$ cat config.mk
export PLATFORM = sky130hd
export DESIGN_NAME = logic_unit_pipe
export DESIGN_NICKNAME = d
export VERILOG_FILES = /design/src/rtl/logic_unit_pipe.sv
export SDC_FILE = /design/constraint.sdc
export NUM_CORES = 1
export LEC_CHECK = 0
export ABC_AREA = 1
export BUFFER_PORTS_ARGS = -buffer_cell sky130_fd_sc_hd__buf_4
export CAP_MARGIN = 25
export CORE_ASPECT_RATIO = 0.7
export CORE_UTILIZATION = 35
export DETAILED_ROUTE_END_ITERATION = 16
export GPL_ROUTABILITY_DRIVEN = 0
export PLACE_DENSITY = 0.67
export SYNTH_ARGS = -nofsm -noshare
export SYNTH_HDL_FRONTEND = slang
export SYNTH_SLANG_ARGS = --single-unit
$ cat constraint.sdc
create_clock -name clk -period 1.7 [get_ports clk]
set_clock_uncertainty 0.05 [all_clocks]
set_input_delay 0.34 -clock clk [delete_from_list [all_inputs] [get_ports clk]]
set_output_delay 0.34 -clock clk [all_outputs]
set_load 0.01 [all_outputs]
$ cat src/rtl/logic_unit_pipe.sv
// Registered bitwise logic unit: seven two-operand gate ops selected per transaction,
// one output slot with valid/ready on both sides, reduction flags and a saturating done count.
module logic_unit_pipe #(
    parameter int WIDTH = 8,
    parameter int CNT_W = 16
) (
    input  logic             clk,
    input  logic             rst_n,
    input  logic             in_valid,
    output logic             in_ready,
    input  logic [WIDTH-1:0] a,
    input  logic [WIDTH-1:0] b,
    input  logic [2:0]       op,
    output logic             out_valid,
    input  logic             out_ready,
    output logic [WIDTH-1:0] result,
    output logic             red_and,
    output logic             red_or,
    output logic             red_xor,
    output logic             op_err,
    output logic [CNT_W-1:0] done_cnt
);

    localparam logic [CNT_W-1:0] CNT_ONE = {{(CNT_W-1){1'b0}}, 1'b1};

    function automatic logic [CNT_W-1:0] sat_inc(input logic [CNT_W-1:0] v);
        return (&v) ? v : v + CNT_ONE;
    endfunction

    logic [WIDTH-1:0] res_d;
    logic             err_d;
    logic             in_acc;
    logic             out_acc;

    logic             vld_p0;
    logic [WIDTH-1:0] res_p0;
    logic             rand_p0;
    logic             ror_p0;
    logic             rxor_p0;
    logic             err_p0;
    logic [CNT_W-1:0] cnt_p0;

    assign in_ready = !vld_p0 || out_ready;
    assign in_acc   = in_valid && in_ready;
    assign out_acc  = vld_p0 && out_ready;

    always_comb begin
        res_d = '0;
        err_d = 1'b0;
        case (op)
            3'd0:    res_d = a & b;
            3'd1:    res_d = a | b;
            3'd2:    res_d = ~a;
            3'd3:    res_d = ~(a & b);
            3'd4:    res_d = ~(a | b);
            3'd5:    res_d = a ^ b;
            3'd6:    res_d = ~(a ^ b);
            default: err_d = 1'b1;
        endcase
    end

    // Output stage: loads on input accept, drains on output accept, holds otherwise
    always_ff @(posedge clk or negedge rst_n) begin
        if (!rst_n) begin
            vld_p0  <= 1'b0;
            res_p0  <= '0;
            rand_p0 <= 1'b0;
            ror_p0  <= 1'b0;
            rxor_p0 <= 1'b0;
            err_p0  <= 1'b0;
            cnt_p0  <= '0;
        end else begin
            if (in_acc) begin
                vld_p0  <= 1'b1;
                res_p0  <= res_d;
                rand_p0 <= &res_d;
                ror_p0  <= |res_d;
                rxor_p0 <= ^res_d;
                err_p0  <= err_d;
            end else if (out_acc) begin
                vld_p0  <= 1'b0;
            end
            if (out_acc) begin
                cnt_p0 <= sat_inc(cnt_p0);
            end
        end
    end

    assign out_valid = vld_p0;
    assign result    = res_p0;
    assign red_and   = rand_p0;
    assign red_or    = ror_p0;
    assign red_xor   = rxor_p0;
    assign op_err    = err_p0;
    assign done_cnt  = cnt_p0;

endmodule

==> results.md <==
Status:
- The run finished, with violations left.
- The final reports fail on negative setup slack.

Setup path:
- The master of the slowest instance on the critical path is sky130_fd_sc_hd__nor2_4.
- The reg-to-reg critical path startpoint is done_cnt[1]$_DFFE_PN0P_.
- Counting cells, the worst reg-to-reg path comes to 8.
- The reg-to-reg critical path endpoint is done_cnt[6]$_DFFE_PN0P_.
- The classification of the worst setup path is in -> reg.
- STA classifies the critical path endpoint as a flop.
- STA puts the critical path data arrival time at 1.82 ns.
- Of all nets on the critical path, the largest fanout is 5.
- STA classifies the critical path startpoint as a primary input.
- The signal on the critical path passes through buf_12 > clkinvlp_4 > nor2_4 > nand3_1 > nand2_1 > nor2_1 > nand2_1 > inv_1 > ha_4 > xnor2_2 > xnor2_1 > o21ai_1.
- At the worst endpoint, the required time is 1.82 ns.
- The flop-to-flop setup slack is 0.13 ns.
- The most critical setup path has its startpoint at op[1].
- The cell type with the highest occurrence count on the critical path is sky130_fd_sc_hd__nand2_1.
- The stage delay of the slowest cell on the critical path is roughly 0.24 ns.

Logic synthesis:
- The biggest area contributor in the post-synthesis netlist is sky130_fd_sc_hd__dfrtp_1.
- The mapped netlist covers 2470 µm².
- Ranked by total cell area, the synthesized netlist is headed by sky130_fd_sc_hd__dfrtp_1, sky130_fd_sc_hd__nand2_1, sky130_fd_sc_hd__ha_1, sky130_fd_sc_hd__inv_1, sky130_fd_sc_hd__nand3_1.
- The share of synthesized area in the top cell type comes to 0.294.
- The part of the Yosys area used for sequential elements is 0.294.
- The post-synthesis net count is 423.
- The count of mapped cells out of synthesis is 375.
- The flop and latch count out of synthesis is 29.
- The post-synthesis area per instance is 6.58 µm².
- The number of warnings issued by yosys is 0.
- The count of unique library cells instantiated by Yosys is 26.

Floorplan:
- The die footprint is 7390 µm².
- The I/O pin total is 53.
- The die is 102 µm wide.
- The die is 72.2 µm tall.
- The effective utilization at floorplan is 0.364.
- The floorplan step defined a core boundary enclosing roughly 6800 µm².
- After floorplanning, the core was divided into 25 placement rows.

GRT:
- The first global-routing pass estimated roughly 11 mm of wire.
- The via count of the first global-routing pass is 2332.
- The total global routing overflow is 0.
- Across every metal layer, demand over resource in global routing totals 0.182.
- The initial antenna violation count came to 0.
- Entering global routing, the biggest net connects 30 pins.

STA:
- The final-report max-slew violation count is 0.
- In the finished design, the share of the clock period the worst path needs comes to 1.00.
- Setup repair after global routing could not meet its margin everywhere.
- The worst path setup slack after routing is -0.000974 ns.
- The tightest hold path in the finished design has a slack of 0.298 ns.
- Static timing analysis puts the maximum clock frequency at 588 MHz.
- The total setup violations reported at the end of the flow is 1.
- The final hold violation count is 0.
- The clock period minus worst slack is 1.70 ns.
- The transition time at the pin with the least slew margin is 0.397 ns.
- Measured against its own limit, the worst slew margin works out to 0.734.

Route:
- The total vias in the final route is approximately 2500.
- The detailed router finished its first iteration with 131 violations.
- The number of vias per cell after detailed routing is 4.57.
- For this run, the detailed router's first-pass iteration total came to 4.
- The number of antenna-violating nets in the routed design is 0.
- The total DRC errors in the routed layout is 0.
- The final routed wirelength across all metal layers is 6.46 mm.
- After detailed routing, the average wire length per cell comes to roughly 12 µm.

Clock tree:
- The clock root buffer is sky130_fd_sc_hd__clkbuf_8.
- The clock passes through at most 2 buffers.
- The H-tree generated during clock tree synthesis spans 2 levels.
- After clock tree synthesis, the clock-pin slew on the worst setup and hold paths is 0.06 ns.
- The TritonCTS clock tree is yes.
- Clock tree synthesis inserted a total of 5 buffers.
- The number of clock sinks is 29.
- At the later pin of the worst-skew pair, clock insertion delay measures roughly 0.28 ns.

Layout:
- The number of antenna diodes in the final layout is 0.
- The multi-input combinational cells in the finished layout cover a total of 1740 µm².
- From synthesis to final layout, the design area changed by 42.1%.
- In the layout the commonest cells are sky130_fd_sc_hd__nand2_1, sky130_fd_sc_hd__buf_4, sky130_fd_sc_hd__inv_1.
- The count of fill cells added during filler insertion is approximately 670.
- Of the cells placed in the final design, the portion with a size suffix greater than 1 is 0.310.
- The most frequent standard cell in the layout excluding fill and tap cells is sky130_fd_sc_hd__nand2_1.
- The sequential cells in the finished layout cover a total of 726 µm².
- After the last flow step, the layout net total stands at 505.
- Measured on the finished design, the core utilization comes to 0.516.

Placement:
- The count of buffers added on input and output ports is between 50 and 60.
- The post-placement setup slack is -0.398 ns.
- The placed wire-length estimate after detailed placement is 4.84 mm.

Pwr:
- Power spread over the standard cell area amounts to around 850 nW/µm².
- The worst ir drop on vdd is 332 µV.
- The leakage power is 0.00189 µW.

Min path:
- The worst hold path cell count is 4.
- In this run the worst hold path is classified as in -> reg.
- For hold timing, the worst endpoint is out_valid$_DFFE_PN0P_.
- The beginning of the worst hold path is out_ready.

Job:
- The number of max-cap violations is 0.
[worst max path at each step]
stage | depth (start not counted) | endpoint
finish | 12 | red_xor$_DFFE_PN0P_
floorplan | 11 | red_xor$_DFFE_PN0P_
global placement | 12 | red_xor$_DFFE_PN0P_
detailed placement | 12 | red_xor$_DFFE_PN0P_
CTS | 12 | red_xor$_DFFE_PN0P_
global route | 12 | red_xor$_DFFE_PN0P_
[synth_stat cells]
master                     number
sky130_fd_sc_hd__nand2_2        3
sky130_fd_sc_hd__nand3_2        1
sky130_fd_sc_hd__buf_6          2
sky130_fd_sc_hd__o31ai_1        1
sky130_fd_sc_hd__nand2_4        2
sky130_fd_sc_hd__xnor2_1        7
sky130_fd_sc_hd__nand2_1      153
sky130_fd_sc_hd__nor2_2         2
sky130_fd_sc_hd__dfrtp_1       29
sky130_fd_sc_hd__buf_2          2
sky130_fd_sc_hd__o21ai_0        4
sky130_fd_sc_hd__nor2_4         3
sky130_fd_sc_hd__buf_4          1
sky130_fd_sc_hd__inv_2          2
sky130_fd_sc_hd__nand3_1       33
sky130_fd_sc_hd__nor3_2         1
sky130_fd_sc_hd__nand4_1        7
sky130_fd_sc_hd__a21oi_1        7
sky130_fd_sc_hd__clkinv_1       1
sky130_fd_sc_hd__clkbuf_1       1
sky130_fd_sc_hd__o21ai_2        1
sky130_fd_sc_hd__nand3b_1       1
sky130_fd_sc_hd__nor2_1        30
sky130_fd_sc_hd__xor2_1         4
sky130_fd_sc_hd__ha_1          25
sky130_fd_sc_hd__inv_1         52
[layout make-up]
type / instances / share of cell area
tap: 94 / 0.0335
timing repair buffer: 80 / 0.180
clock buffer: 8 / 0.0228
sequential: 29 / 0.207
inverter: 55 / 0.0614
multi-input combinational: 286 / 0.495
[worst max-delay path, delay by kind of cell]
family / cells / cell delay (ns)
buf+inv: 3 / 0.34
compound gates: 1 / 0.07
xor+xnor: 2 / 0.30
simple gates: 5 / 0.52
fa+ha+maj: 1 / 0.24
[through the flow]
step           instances  total power (µW)  instance area, µm²  setup TNS (ns)
6_report             552              2970                3510       -0.000974
5_1_grt              552              3200                3510          -0.148
4_1_cts              552              2950                3460               0
3_5_place_dp         542              2330                3290          -0.513
3_3_place_gp         542              2300                3290          -0.373
2_1_floorplan        375              1750                2620         -0.0453
[sequential cells by signal (all words and copies together) (netlist names)]
signal     cells
op_err         1
result         8
red_xor        1
red_and        1
red_or         1
done_cnt      16
out_valid      1
[power by group]
group          total, µW  internal (µW)  switching, µW
logic               1390            680            714
clock network        547            290            257
registers           1030            843            189
total               2970           1810           1160
[cell families (layout without fill, tap and decap cells)]
logic type,Yosys count,in the layout,share of synthesized area
adder cells (fa/ha/maj),25,25,0.127
AO/OA/AOI/OAI,13,13,0.0289
buffers and inverters,61,143,0.101
AND/OR/NAND/NOR,236,237,0.410
XOR/XNOR,11,11,0.0390
flip-flops,29,29,0.294
[layer usage]
| layer | track usage | vias up | share of wire |
|---|---|---|---|
| met3 | 0.0241 | 4 | 0.036 |
| li1 | - | 1314 | - |
| met2 | 0.285 | 54 | 0.44 |
| met1 | 0.275 | 1148 | 0.52 |
| met4 | 0.0238 | 0 | 0.0039 |
| met5 | 0 | - | 0 |
[what timing repair did]
| action | 4_1_cts | 5_1_grt |
|---|---|---|
| hold buffers | 1 | 0 |
| resized for setup | 11 | 8 |
| endpoints found under the hold margin | 29 | 0 |
| gates cloned | 1 | 0 |
| setup endpoints to repair | 1 | 17 |
| pin swaps | 8 | 9 |
| setup buffers | 0 | 0 |
Note: power is estimated with default switching activity, not from simulation.
